[src/rtl/if_id_stage.sv]
// if_id_stage: IF/ID pipeline register with load-use stall and branch/jump flush; 1-cycle latency.
// A stall holds the PC and IF/ID, injecting a bubble into ID/EX. IF_ID_PERF_CNT_EN adds saturating stall/flush counters.
module if_id_stage #(
    parameter logic [31:0] NOP_INST = 32'h0000_0000,
    parameter logic [31:0] PC_RST   = 32'h0000_0000
) (
    input  logic        clk_i,
    input  logic        rst_n_i,
    input  logic [31:0] PC_i,
    input  logic [31:0] inst_i,
    input  logic        flush_i,
    input  logic        IDEX_MemRead_i,
    input  logic [4:0]  IDEX_rt_i,
    output logic [31:0] PC_o,
    output logic [31:0] inst_o,
    output logic        valid_o,
    output logic [5:0]  op_o,
    output logic [4:0]  rs_o,
    output logic [4:0]  rt_o,
    output logic [4:0]  rd_o,
    output logic [31:0] imm_o,
    output logic        stall_o,
    output logic        PCWrite_o,
    output logic        bubble_o
`ifdef IF_ID_PERF_CNT_EN
    ,
    output logic [15:0] stall_cnt_o,
    output logic [15:0] flush_cnt_o
`endif
);

    localparam logic [5:0] OP_RTYPE = 6'b000000;
    localparam logic [5:0] OP_J     = 6'b000010;
    localparam logic [5:0] OP_BEQ   = 6'b000100;
    localparam logic [5:0] OP_SW    = 6'b101011;

    logic reads_rs;
    logic reads_rt;

    assign op_o  = inst_o[31:26];
    assign rs_o  = inst_o[25:21];
    assign rt_o  = inst_o[20:16];
    assign rd_o  = inst_o[15:11];
    assign imm_o = {{16{inst_o[15]}}, inst_o[15:0]};

    // rt is only a source operand for R-type, store data and beq compare.
    always_comb begin
        reads_rs = (op_o != OP_J);
        reads_rt = (op_o == OP_RTYPE) || (op_o == OP_SW) || (op_o == OP_BEQ);
        stall_o  = valid_o && IDEX_MemRead_i && (IDEX_rt_i != 5'd0) &&
                   (((IDEX_rt_i == rs_o) && reads_rs) ||
                    ((IDEX_rt_i == rt_o) && reads_rt));
    end

    assign PCWrite_o = ~stall_o;
    assign bubble_o  = stall_o | ~valid_o;

    always_ff @(posedge clk_i) begin
        if (!rst_n_i) begin
            inst_o  <= NOP_INST;
            PC_o    <= PC_RST;
            valid_o <= 1'b0;
        end else if (flush_i) begin
            inst_o  <= NOP_INST;
            PC_o    <= PC_i;
            valid_o <= 1'b0;
        end else if (!stall_o) begin
            inst_o  <= inst_i;
            PC_o    <= PC_i;
            valid_o <= 1'b1;
        end
    end

`ifdef IF_ID_PERF_CNT_EN
    // Saturating so long-running profiles never wrap back to a misleading small value.
    always_ff @(posedge clk_i) begin
        if (!rst_n_i) begin
            stall_cnt_o <= 16'd0;
            flush_cnt_o <= 16'd0;
        end else begin
            if (stall_o && !flush_i && (stall_cnt_o != 16'hFFFF))
                stall_cnt_o <= stall_cnt_o + 16'd1;
            if (flush_i && (flush_cnt_o != 16'hFFFF))
                flush_cnt_o <= flush_cnt_o + 16'd1;
        end
    end
`endif

endmodule

[config.mk]
export PLATFORM = sky130hd
export DESIGN_NAME = if_id_stage
export DESIGN_NICKNAME = d
export VERILOG_FILES = /design/src/rtl/if_id_stage.sv
export SDC_FILE = /design/constraint.sdc
export NUM_CORES = 1
export LEC_CHECK = 0
export ABC_AREA = 1
export CAP_MARGIN = 40
export CORE_UTILIZATION = 42
export DETAILED_ROUTE_END_ITERATION = 6
export PLACE_DENSITY = 0.93
export SLEW_MARGIN = 40
export SYNTH_ARGS = -nofsm -noshare
export SYNTH_HDL_FRONTEND = slang
export SYNTH_SLANG_ARGS = --single-unit
[constraint.sdc]
create_clock -name clk_i -period 2.5 [get_ports clk_i]
set_input_delay 0.5 -clock clk_i [delete_from_list [all_inputs] [get_ports clk_i]]
set_output_delay 0.5 -clock clk_i [all_outputs]
set_load 0.03 [all_outputs]
==> results of run 1 <==
==> metal layers <==
layer	global-route usage, %	up-vias
li1	-	1826
met1	23.8	1648
met2	38.4	184
met3	5.12	16
met4	8.33	0
met5	0	-
==> timing repair <==
item	4_1_cts	5_1_grt
hold buffers	0	0
gates resized for setup	0	5
endpoints found under the setup margin	0	3
==> layout make-up <==
class | count | area [µm²] | share of cell area (%)
well taps | 105 | 131 | 2.46
inverters | 123 | 462 | 8.64
repair buffers | 202 | 2010 | 37.6
clock buffers | 11 | 141 | 2.65
flip-flops and latches | 65 | 1300 | 24.4
multi-input cells | 285 | 1240 | 23.2
clock inverters | 5 | 55.1 | 1.03
==> cell families after synthesis <==
kind of cell	synth area share, %
buffers and inverters	28.0
flip-flops	36.9
AO/OA/AOI/OAI	2.42
XOR/XNOR	1.99
AND/OR/NAND/NOR	30.6
==> per-stage QoR <==
stage	instances	instance area, µm²	util (%)	hold slack (ns)	power (µW)
finish	796	5340	65.4	0.502	2660
global route	796	5340	65.4	0.521	2780
CTS	796	5330	65.2	0.506	2690
detailed placement	780	5130	62.8	0.497	1800
global placement	780	5130	62.8	0.486	1790
floorplan	551	3520	-	0.617	1520
==> worst min-delay path by stage <==
stage / startpoint / end / slack (ns) / cells past startpoint
after floorplan: inst_o[0] / inst_o[0] / 0.62 / 2
final: inst_o[5] / inst_o[5] / 0.50 / 2
after global routing: inst_o[5] / inst_o[5] / 0.52 / 2
after detailed placement: inst_o[5] / inst_o[5] / 0.50 / 2
after global placement: inst_o[5] / inst_o[5] / 0.49 / 2
after CTS: inst_o[5] / inst_o[5] / 0.51 / 2
==> registers in the layout, summed over array words and instances, names as in the netlist <==
signal	count
PC_o	32
valid_o	1
inst_o	32
==> cell usage after synthesis <==
cell	instances
nand3_1	6
nand2_2	2
xnor2_1	7
nand4_1	32
inv_2	2
buf_6	3
buf_2	9
dfxtp_1	65
buf_4	53
o21ai_0	17
clkbuf_1	11
nand2_1	109
nand3_2	1
nor2_1	109
nand3b_1	1
buf_1	2
inv_1	121
xor2_1	1
==> worst max-delay path: stages <==
cell and delay, ns:
clkdlybuf4s50_1 0.54, xnor2_1 0.15, nand2_1 0.08, nor2_1 0.12
nand2_1 0.08, nand2_2 0.10, nand2_4 0.10, nand2_1 0.09
buf_4 0.16
==> power by group <==
part	switching, µW	internal [µW]	total [µW]
Combinational	346	301	648
Clock	394	485	879
Sequential	46.6	1090	1130
Total	787	1870	2660
==> results.ini, run 1 <==
[floorplan]
core_area_um2 = 8180
die_h_um = 93.6
die-area_um2 = 8760
start_util_pct = 43.1
io_pins = 194
num_rows = 33
die_x_um = 93.6

[clock_network]
post_cts_buffers = 0
cts-root-buf = clkbuf_8
numCtsBuffers = 9
tritoncts = yes
htree_levels = 3
clock_latency_ns = 0.33
numClockSinks = 65
clk_pin_slew_worst_paths_ns = 0.07
clk_path_buf_depth = 2

[timing]
final-setup-viol-count = 0
maxSlewViolCount = 0
rsz0062_at_grt = no
fin_crit_ns = 2.42
relSlewSlack_pct = 65.4
skew_ns = 0.0106
final_hold_viol_count = 0
fmax_mhz = 414
tns_ns = 0
worstMarginPinSlew_ns = 0.519
period_share_pct = 96.6
setup_slack_ns = 0.0844

[routing]
route.met2.wl_um = 4790
dr_wl_met3_um = 807
top_layer_used = met4
vias = 3674
drc = 0
dr.pass1.iters = 4
wl_per_cell_um = 12.0
drt-total-wl_um = 9530
drtIter0Drc = 120
wl_met1_um = 3760
ant_nets = 0
vias_per_cell = 4.62

[placement]
dp_hpwl_um = 7290
gp_congestion = 0.798
portBuffers = 193
place_ws_ns = 0.0177

[finish]
area_growth_pct = 51.7
layout.nets = 759
fill_cells = 664
insertedDiodeCount = 0
final_cell_mix = clkdlybuf4s50_1 (187), inv_1 (120), nand2_1 (109), nor2_1 (108), dfxtp_1 (65)
layout_commonest_cell = clkdlybuf4s50_1
drive_gt1_share_pct = 4.92

[setup_path]
arrival_ns = 1.92
critPathMaxFanout = 8
reg2reg_slack_ns = 0.60
crit_end = bubble_o
cp.required_ns = 2.00
cp-start-kind = input pin
worst-r2r-cell-count = 12
end_kind = primary output
r2r_end = PC_o[0]
r2r-start = inst_o[17]
worstSetupStartpoint = IDEX_rt_i[3]
worst-setup-path-type = input pin to primary output

[power]
power_density_nw_per_um2 = 498
vdd_drop_max_mv = 0.299
leakagePower_uw = 0.00269

[synthesis]
ys_seq_area_share_pct = 36.9
synth.distinct_cells = 18
syn_area_um2 = 3520
avgSynthCellArea_um2 = 6.39
synth_top_area_cell = dfxtp_1
ys_ff_latch = 65
ys_warn_count = 0
syn_inst = 551
synth_nets = 624
netlist_top_cells_area = dfxtp_1 (37%), inv_1 (13%), nand2_1 (12%)
synth_top_area_share_pct = 36.9

[global_route]
grt_overflow = 0
grt.total_usage_pct = 21.2
grt_max_degree = 34
grt_pass1_vias = 3190
grt_pass1_wl_um = 14600
antenna_found_initial = 0

[run_status]
status = finished clean

[run]
maxCapViolCount = 0

[min_path]
min_path_type = register to register

(Power assumes the default switching activity.)
==> inputs of run 2 (changes only) <==
SLEW_MARGIN = unset   (was 40)
==> results of run 2 <==
Same layout as run 1: the final DEF is identical, and so are final timing and power.
==> inputs of run 3 (changes only) <==
SKIP_CTS_REPAIR_TIMING = 1   (was unset)
==> results of run 3 <==
Same layout as run 1: the final DEF is identical, and so are final timing and power.
